### src/rtl/lct_l1a_matcher.sv
// Matches each L1A against per-channel LCT history in a programmable look-back window; tracks ALCT/TMB DAV handshakes.
// Latency: l1a_out/l1a_match/nomatch/l1a_cnt one cycle after l1a; error pulses one cycle after the offending strobe.
// Backpressure: none, the input stream is consumed every cycle and nothing stalls.
module lct_l1a_matcher #(
    parameter int NCH   = 8,
    parameter int DEPTH = 32,
    parameter int CNT_W = 24,
    parameter int OUT_W = 4
) (
    input  logic             clk,
    input  logic             rst,
    input  logic             l1a,
    input  logic [NCH-1:0]   lct,
    input  logic             alct_dav,
    input  logic             tmb_dav,
    input  logic [4:0]       lct_l1a_dly,
    input  logic [2:0]       match_win,
    input  logic [NCH-1:0]   kill,
    output logic             l1a_out,
    output logic [NCH-1:0]   l1a_match,
    output logic [CNT_W-1:0] l1a_cnt,
    output logic             nomatch,
    output logic             alct_err,
    output logic             tmb_err,
    output logic [OUT_W-1:0] alct_pend,
    output logic [OUT_W-1:0] tmb_pend
);

    // hist_q[i][k-1] holds lct[i] as sampled k cycles ago
    logic [NCH-1:0][DEPTH-1:0] hist_q, hist_d;
    logic [DEPTH-1:0]          win_mask;
    logic [6:0]                win_lo, win_hi;
    logic [NCH-1:0]            take;

    logic             l1a_out_q,   l1a_out_d;
    logic [NCH-1:0]   l1a_match_q, l1a_match_d;
    logic             nomatch_q,   nomatch_d;
    logic [CNT_W-1:0] l1a_cnt_q,   l1a_cnt_d;
    logic             alct_err_q,  alct_err_d;
    logic             tmb_err_q,   tmb_err_d;
    logic [OUT_W-1:0] alct_pend_q, alct_pend_d;
    logic [OUT_W-1:0] tmb_pend_q,  tmb_pend_d;

    // Returns {err, next_pend}; simultaneous inc and dec cancel out
    function automatic logic [OUT_W:0] pend_step(input logic [OUT_W-1:0] pend,
                                                 input logic inc, input logic dec);
        logic [OUT_W-1:0] nxt;
        logic             err;
        nxt = pend;
        err = 1'b0;
        if (inc && !dec) begin
            if (&pend) err = 1'b1;
            else       nxt = pend + OUT_W'(1);
        end else if (dec && !inc) begin
            if (pend == '0) err = 1'b1;
            else            nxt = pend - OUT_W'(1);
        end
        return {err, nxt};
    endfunction

    // Window k = lo..hi; the upper clip to DEPTH falls out of k never exceeding DEPTH
    always_comb begin
        win_lo = (lct_l1a_dly == 5'd0) ? 7'd1 : {2'b00, lct_l1a_dly};
        win_hi = win_lo + {4'b0000, match_win};
        win_mask = '0;
        for (int k = 0; k < DEPTH; k++) begin
            win_mask[k] = (7'(k + 1) >= win_lo) && (7'(k + 1) <= win_hi);
        end
    end

    always_comb begin
        hist_d      = hist_q;
        l1a_match_d = '0;
        take        = '0;
        for (int i = 0; i < NCH; i++) begin
            take[i]        = l1a && !kill[i];
            l1a_match_d[i] = take[i] && (|(hist_q[i] & win_mask));
            // Consumed bits are cleared as they shift so an LCT serves one L1A only
            hist_d[i] = {hist_q[i][DEPTH-2:0] & ~(win_mask[DEPTH-2:0] & {(DEPTH-1){take[i]}}),
                         lct[i]};
        end
    end

    always_comb begin
        l1a_out_d = l1a;
        nomatch_d = l1a && (l1a_match_d == '0);
        l1a_cnt_d = l1a ? (l1a_cnt_q + CNT_W'(1)) : l1a_cnt_q;
        {alct_err_d, alct_pend_d} = pend_step(alct_pend_q, l1a_out_q, alct_dav);
        {tmb_err_d,  tmb_pend_d}  = pend_step(tmb_pend_q,  l1a_out_q, tmb_dav);
    end

    always_ff @(posedge clk or posedge rst) begin
        if (rst) begin
            hist_q      <= '0;
            l1a_out_q   <= 1'b0;
            l1a_match_q <= '0;
            nomatch_q   <= 1'b0;
            l1a_cnt_q   <= '0;
            alct_err_q  <= 1'b0;
            tmb_err_q   <= 1'b0;
            alct_pend_q <= '0;
            tmb_pend_q  <= '0;
        end else begin
            hist_q      <= hist_d;
            l1a_out_q   <= l1a_out_d;
            l1a_match_q <= l1a_match_d;
            nomatch_q   <= nomatch_d;
            l1a_cnt_q   <= l1a_cnt_d;
            alct_err_q  <= alct_err_d;
            tmb_err_q   <= tmb_err_d;
            alct_pend_q <= alct_pend_d;
            tmb_pend_q  <= tmb_pend_d;
        end
    end

    assign l1a_out   = l1a_out_q;
    assign l1a_match = l1a_match_q;
    assign nomatch   = nomatch_q;
    assign l1a_cnt   = l1a_cnt_q;
    assign alct_err  = alct_err_q;
    assign tmb_err   = tmb_err_q;
    assign alct_pend = alct_pend_q;
    assign tmb_pend  = tmb_pend_q;

endmodule

### config.mk
export PLATFORM = sky130hd
export DESIGN_NAME = lct_l1a_matcher
export DESIGN_NICKNAME = d
export VERILOG_FILES = /design/src/rtl/lct_l1a_matcher.sv
export SDC_FILE = /design/constraint.sdc
export NUM_CORES = 1
export LEC_CHECK = 0
export CAP_MARGIN = 25
export CORE_MARGIN = 5
export CORE_UTILIZATION = 40
export CTS_CLUSTER_DIAMETER = 80
export DETAILED_ROUTE_END_ITERATION = 10
export PLACE_DENSITY = 0.64
export SKIP_LAST_GASP = 1
export SYNTH_ARGS = -nofsm -noshare
export SYNTH_HDL_FRONTEND = slang
export SYNTH_SLANG_ARGS = --single-unit
### constraint.sdc
create_clock -name clk -period 13.8 [get_ports clk]
set_input_delay 2.76 -clock clk [delete_from_list [all_inputs] [get_ports clk]]
set_output_delay 2.76 -clock clk [all_outputs]
set_load 0.02 [all_outputs]
## After elaboration in Yosys (flattened, before gate mapping)

Cells that the tools add are included.

| storage, ports and cells | value |
|---|---|
| register bits after elaboration | 300 |
| latch bits | 0 |
| bits in writable memories | 0 |
| ROM bits | 0 |
| input bits | 29 |
| output and inout bits | 44 |
| logic and storage cells | 221 |
| memories kept | 0 |

| operators by class | value |
|---|---|
| $add $sub $neg | 6 |
| multipliers | 0 |
| div/mod/pow operators | 0 |
| magnitude comparators | 64 |
| equality and inequality tests | 4 |
| shift operators | 0 |
| mux-type cells | 17 |
| bitwise gates (word level) | 32 |
| reductions and logical operators | 82 |

Operator list:

| cell | count |
|---|---|
| 31-bit AND | 16 |
| 32-bit AND | 8 |
| 32-bit OR reduction | 8 |
| 31-bit NOT | 8 |
| 5-bit by 6-bit less-or-equal comparator with 1-bit output, first input constant | 16 |
| 5-bit >= comparator, first input constant | 16 |
| 1-bit logical AND | 53 |
| 4-bit by 6-bit less-or-equal comparator with 1-bit output, first input constant | 8 |
| 4-bit by 5-bit >= comparator with 1-bit output, first input constant | 8 |
| 4-bit two-way mux | 8 |
| 24-bit by 1-bit adder with 24-bit output, second input constant | 1 |
| 3-bit by 6-bit less-or-equal comparator with 1-bit output, first input constant | 4 |
| 3-bit by 5-bit >= comparator with 1-bit output, first input constant | 4 |
| 2-bit by 6-bit less-or-equal comparator with 1-bit output, first input constant | 2 |
| 1-bit zero test | 11 |
| 2-bit by 5-bit >= comparator with 1-bit output, first input constant | 2 |
| 4-bit by 1-bit adder with 4-bit output, second input constant | 2 |
| 4-bit zero test | 2 |
| 8-bit zero test | 1 |
| 1-bit two-way mux | 8 |
| 2-bit != test, second input constant | 4 |
| 4-bit AND reduction | 2 |
| 4-bit by 1-bit subtractor with 4-bit output, second input constant | 2 |
| 5-bit by 3-bit adder with 6-bit output | 1 |
| other kinds (8) | 10 |

## Logic depth before layout (Yosys ltp)

| logic depth | value |
|---|---|
| depth after elaboration | 10 |
| mapped depth | 20 |
| mapped depth without buffers | 14 |

## Least setup slack after synthesis

No wires, ideal clock.

| timing path | value |
|---|---|
| kind | input to register |
| from | in lct_l1a_dly[3] |
| to | reg nomatch_q, in the netlist nomatch |
| setup time | 95 ps |
| arrival time | 6906 ps |
| data required time | 13705 ps |
| slack | 6799 ps |
| stages on the path | 18 |
| path buffers | 4 |
| cells stage by stage | buf_2 -> nor2_1 -> clkbuf_1 -> nand2_1 -> nand2b_1 -> ha_1 -> fa_1 -> buf_6 -> and2_1 -> buf_6 -> o211ai_1 -> o21bai_1 -> a311o_1 -> a2111oi_2 -> or4b_1 -> o31ai_2 -> o2111ai_1 -> nor4b_2 |

| between the ends | value |
|---|---|
| cells in the longest elaborated chain, start to end | 10 |
| elaborated cells between the ends (all ways) | 125 |
| those cells by class | 1 x add/sub; 64 x order compare; 1 x mux; 8 x bitwise; 51 x reduce/logical |

Ends and longest elaborated chain:

| element | line | RTL |
|---|---|---|
| start: declaration | 16 | `input logic [4:0] lct_l1a_dly,` |
| 5-bit zero test | 63 | `win_lo = (lct_l1a_dly == 5'd0) ? 7'd1 : {2'b00, lct_l1a_dly};` |
| 5-bit two-way mux (*) | 63 |  |
| 5-bit by 3-bit adder with 6-bit output | 64 | `win_hi = win_lo + {4'b0000, match_win};` |
| 1-bit by 6-bit less-or-equal comparator with 1-bit output (tied with other cells) | 67 | `win_mask[k] = (7'(k + 1) >= win_lo) && (7'(k + 1) <= win_hi);` |
| 1-bit logical AND | 67 |  |
| 32-bit AND | 77 | `l1a_match_d[i] = take[i] && (\|(hist_q[i] & win_mask));` |
| 32-bit OR reduction | 77 |  |
| 1-bit logical AND | 77 |  |
| 8-bit zero test (*) | 86 | `nomatch_d = l1a && (l1a_match_d == '0);` |
| 1-bit logical AND (*) | 86 |  |
| named net nomatch_d | 37 | `logic nomatch_q, nomatch_d;` |
| end signal: assignment | 107 | `nomatch_q <= nomatch_d;` |
| end: declaration | 37 |  |

The timed path passes the listed nets; every way through them passes the cells marked *.
A chain may end at the register's enable or synchronous reset.

## Worst setup path after layout

| timing path | value |
|---|---|
| from | in lct_l1a_dly[4] |
| to | reg nomatch_q, in the netlist nomatch |

The elaborated chain is that of the path after synthesis.

==> impl_metrics.py <==
metrics = {
    "run_status": {
        "status": "complete, no violations",
    },
    "global_route": {
        "grt_pass1_wl_um": 76800,
        "grt_usage": 0.264,
        "grt_pass1_vias": 11500,
        "grt_max_degree": 146,
        "grt_overflow": 0,
        "antenna_found_initial": 1,
    },
    "placed_design": {
        "dpl-instance-area_sq_um": 15300,
        "port_buffers": 72,
        "dp_hpwl_um": 35400,
        "post-place-cells": 1751,
        "place_congestion": 1.01,
    },
    "cts": {
        "cts-resized-gates": 0,
        "cts.clk_slew.worst_paths_ns": 0.06,
        "cts_hold_buffers": 0,
        "cts_buffers": 34,
        "clock_sinks": 300,
        "clock_path_buffers": 3,
        "post_cts_buffers": 0,
        "root_buffer": "clkbuf_16",
        "insertion_delay_ns": 0.51,
        "cts_tree": "yes",
        "htree_levels": 2,
    },
    "worst_setup_path": {
        "crit_path_cell_trace": "clkdlybuf4s50_1, buf_4, nor2_1, buf_4, nand2_1, nand2b_1, ha_1, fa_1, xor2_1, buf_4, o211ai_1, o21bai_1, a311o_1, a2111oi_2, or4b_1, o31ai_2, o2111ai_1, nor4b_2",
        "worstPathRequired_ns": 14.21,
        "cp_slowest_cell": "fa_1",
        "critPathMostFrequentCell": "buf_4",
        "path_max_fanout": 40,
        "cpPeakStageDelay_ns": 0.74,
        "path_delay_family": "compound AO/OA/AOI/OAI gates",
        "path_buf_inv": 4,
        "start_kind": "input pin",
        "cp.arrival_ns": 8.96,
        "end_kind": "flop",
        "criticalPathCategory": "in2reg",
    },
    "yosys": {
        "yosysUniqueCellTypes": 78,
        "synth.area.top_cells": "dfrtp_1 (54%), a21boi_0 (13%), a22oi_1 (2.0%), nand2_1 (1.9%), clkbuf_1 (1.9%)",
        "synth_top_area_share": 0.536,
        "netlist_area_sq_um": 14000,
        "yosysMostFrequentCell": "dfrtp_1",
        "syn_avg_cell_area_sq_um": 11.0,
        "yosys_warnings": 0,
        "ys_seq_area_frac": 0.536,
        "synth_edf_count": 0,
        "ys_top_cells_by_count": "dfrtp_1 (300), a21boi_0 (237), nand2_1 (71)",
        "async_flop_share": 1.00,
        "synth_cells": 1274,
        "synth-seq-cells": 300,
        "synth_fp_nets": 1318,
        "ys.flop_type": "dfrtp_1",
        "yosys.area.top_type": "dfrtp_1",
    },
    "final_layout": {
        "nets": 1378,
        "drive_gt1_frac": 0.0981,
        "final_cell_area_sq_um": 16500,
        "antenna_cells": 0,
        "instances_no_fill": 1811,
        "area_growth_pct": 17.7,
        "fillers": 3224,
    },
    "hold_path": {
        "hold_class": "reg2reg",
    },
    "floorplanning": {
        "core_area_sq_um": 34500,
        "die_area_sq_um": 38800,
        "dieWidth_um": 197,
        "start_util": 0.405,
        "die_h_um": 197,
        "rows": 68,
        "ioPinCount": 73,
    },
    "route": {
        "post-route-drc-count": 0,
        "drt-wirelength-per-cell_um": 29.0,
        "drt_iter0_markers": 1524,
        "first_pass_iters": 5,
        "wl_um": 52400,
        "ant_nets": 0,
        "vias": 11600,
        "drt-vias-per-instance": 6.42,
    },
    "timing": {
        "slew_headroom": 0.266,
        "clock_skew_ns": 0.0209,
        "slew_viol_final": 0,
        "finalSetupViolations": 0,
        "grt_setup_unrepaired": "no",
        "holdWs_ns": 0.475,
        "fmax_mhz": 117,
        "tightest_slew_ns": 1.10,
        "tns_ns": 0,
        "hold_viol_final": 0,
        "post-route-min-period_ns": 8.55,
        "fin_crit_sh": 0.619,
    },
    "run": {
        "drv_cap": 0,
    },
    "pwr": {
        "power.leakage_nw": 6.88,
        "ir_drop_mv": 0.0937,
        "powerDensity_nw_per_um2": 155,
    },
}
## logic make-up after synthesis
group                    Yosys count  share of synthesized area
AO/OA/AOI/OAI                    500                      0.273
adder cells (fa/ha/maj)           15                     0.0150
AND/OR/NAND/NOR                  302                      0.114
flip-flops                       300                      0.536
XOR/XNOR                          34                     0.0213
buffers and inverters            117                     0.0360
multiplexers                       6                    0.00474
## metrics by stage
stage | utilization | total power, W | worst slack (ns)
2_1_floorplan | - | 0.00141 | 2.75
3_3_place_gp | 0.442 | 0.00164 | 5.01
3_5_place_dp | 0.443 | 0.00164 | 4.93
4_1_cts | 0.475 | 0.00255 | 5.41
5_1_grt | 0.477 | 0.00266 | 4.97
6_report | 0.477 | 0.00256 | 5.25
## cell type report
class                      count  area [sq um]  area share
multi-input combinational    857          6050       0.368
timing repair buffer         121          1130      0.0688
tap                          455           569      0.0346
clock inverter                12           158     0.00957
clock buffer                  46           967      0.0587
sequential                   300          7510       0.456
inverter                      20          82.6     0.00501
## per-layer routing
metal / global-route usage / routed length [um] / vias to the layer above
li1: - / - / 4917
met2: 0.412 / 23900 / 615
met1: 0.363 / 21600 / 5921
met3: 0.0443 / 4150 / 166
met5: 0 / 10 / -
met4: 0.123 / 2760 / 2
## worst paths after layout
path,start,endpoint,slack [ns],depth (start not counted)
min in group asynchronous,rst,l1a_cnt[14]$_DFFE_PP0P_,2.59,2
setup reg to reg,hist_q[227]$_DFF_PP0_,nomatch$_DFF_PP0_,10.74,7
hold reg to reg,l1a_cnt[23]$_DFFE_PP0P_,l1a_cnt[23]$_DFFE_PP0P_,0.47,1
hold / removal,l1a_cnt[23]$_DFFE_PP0P_,l1a_cnt[23]$_DFFE_PP0P_,0.47,1
setup / recovery,lct_l1a_dly[4],nomatch$_DFF_PP0_,5.25,18
max in group asynchronous,rst,hist_q[97]$_DFF_PP0_,9.45,5
## placed cells by master, fill, tap and decap left out, types with 23 or more instances in the layout
cell type          n
nand2_1           71
clkdlybuf4s50_1   72
nor2_1            57
buf_4             46
xnor2_1           23
clkbuf_16         35
a21boi_0         237
a22oi_1           38
a21oi_1           27
nand3_1           31
dfrtp_1          300
## power breakdown
| group | internal [W] | switching [W] |
|---|---|---|
| combinational | 0.000213 | 0.000313 |
| clock | 0.000551 | 0.000362 |
| sequential | 0.00100 | 0.000114 |
| total | 0.00177 | 0.000789 |
## flip-flops by register name, summed over array words and instances, names as in the netlist
register,cells
l1a_out,1
l1a_match,8
tmb_pend,4
tmb_err,1
alct_err,1
hist_q,256
nomatch,1
l1a_cnt,24
alct_pend,4
Note: power is estimated with default switching activity, not from simulation.
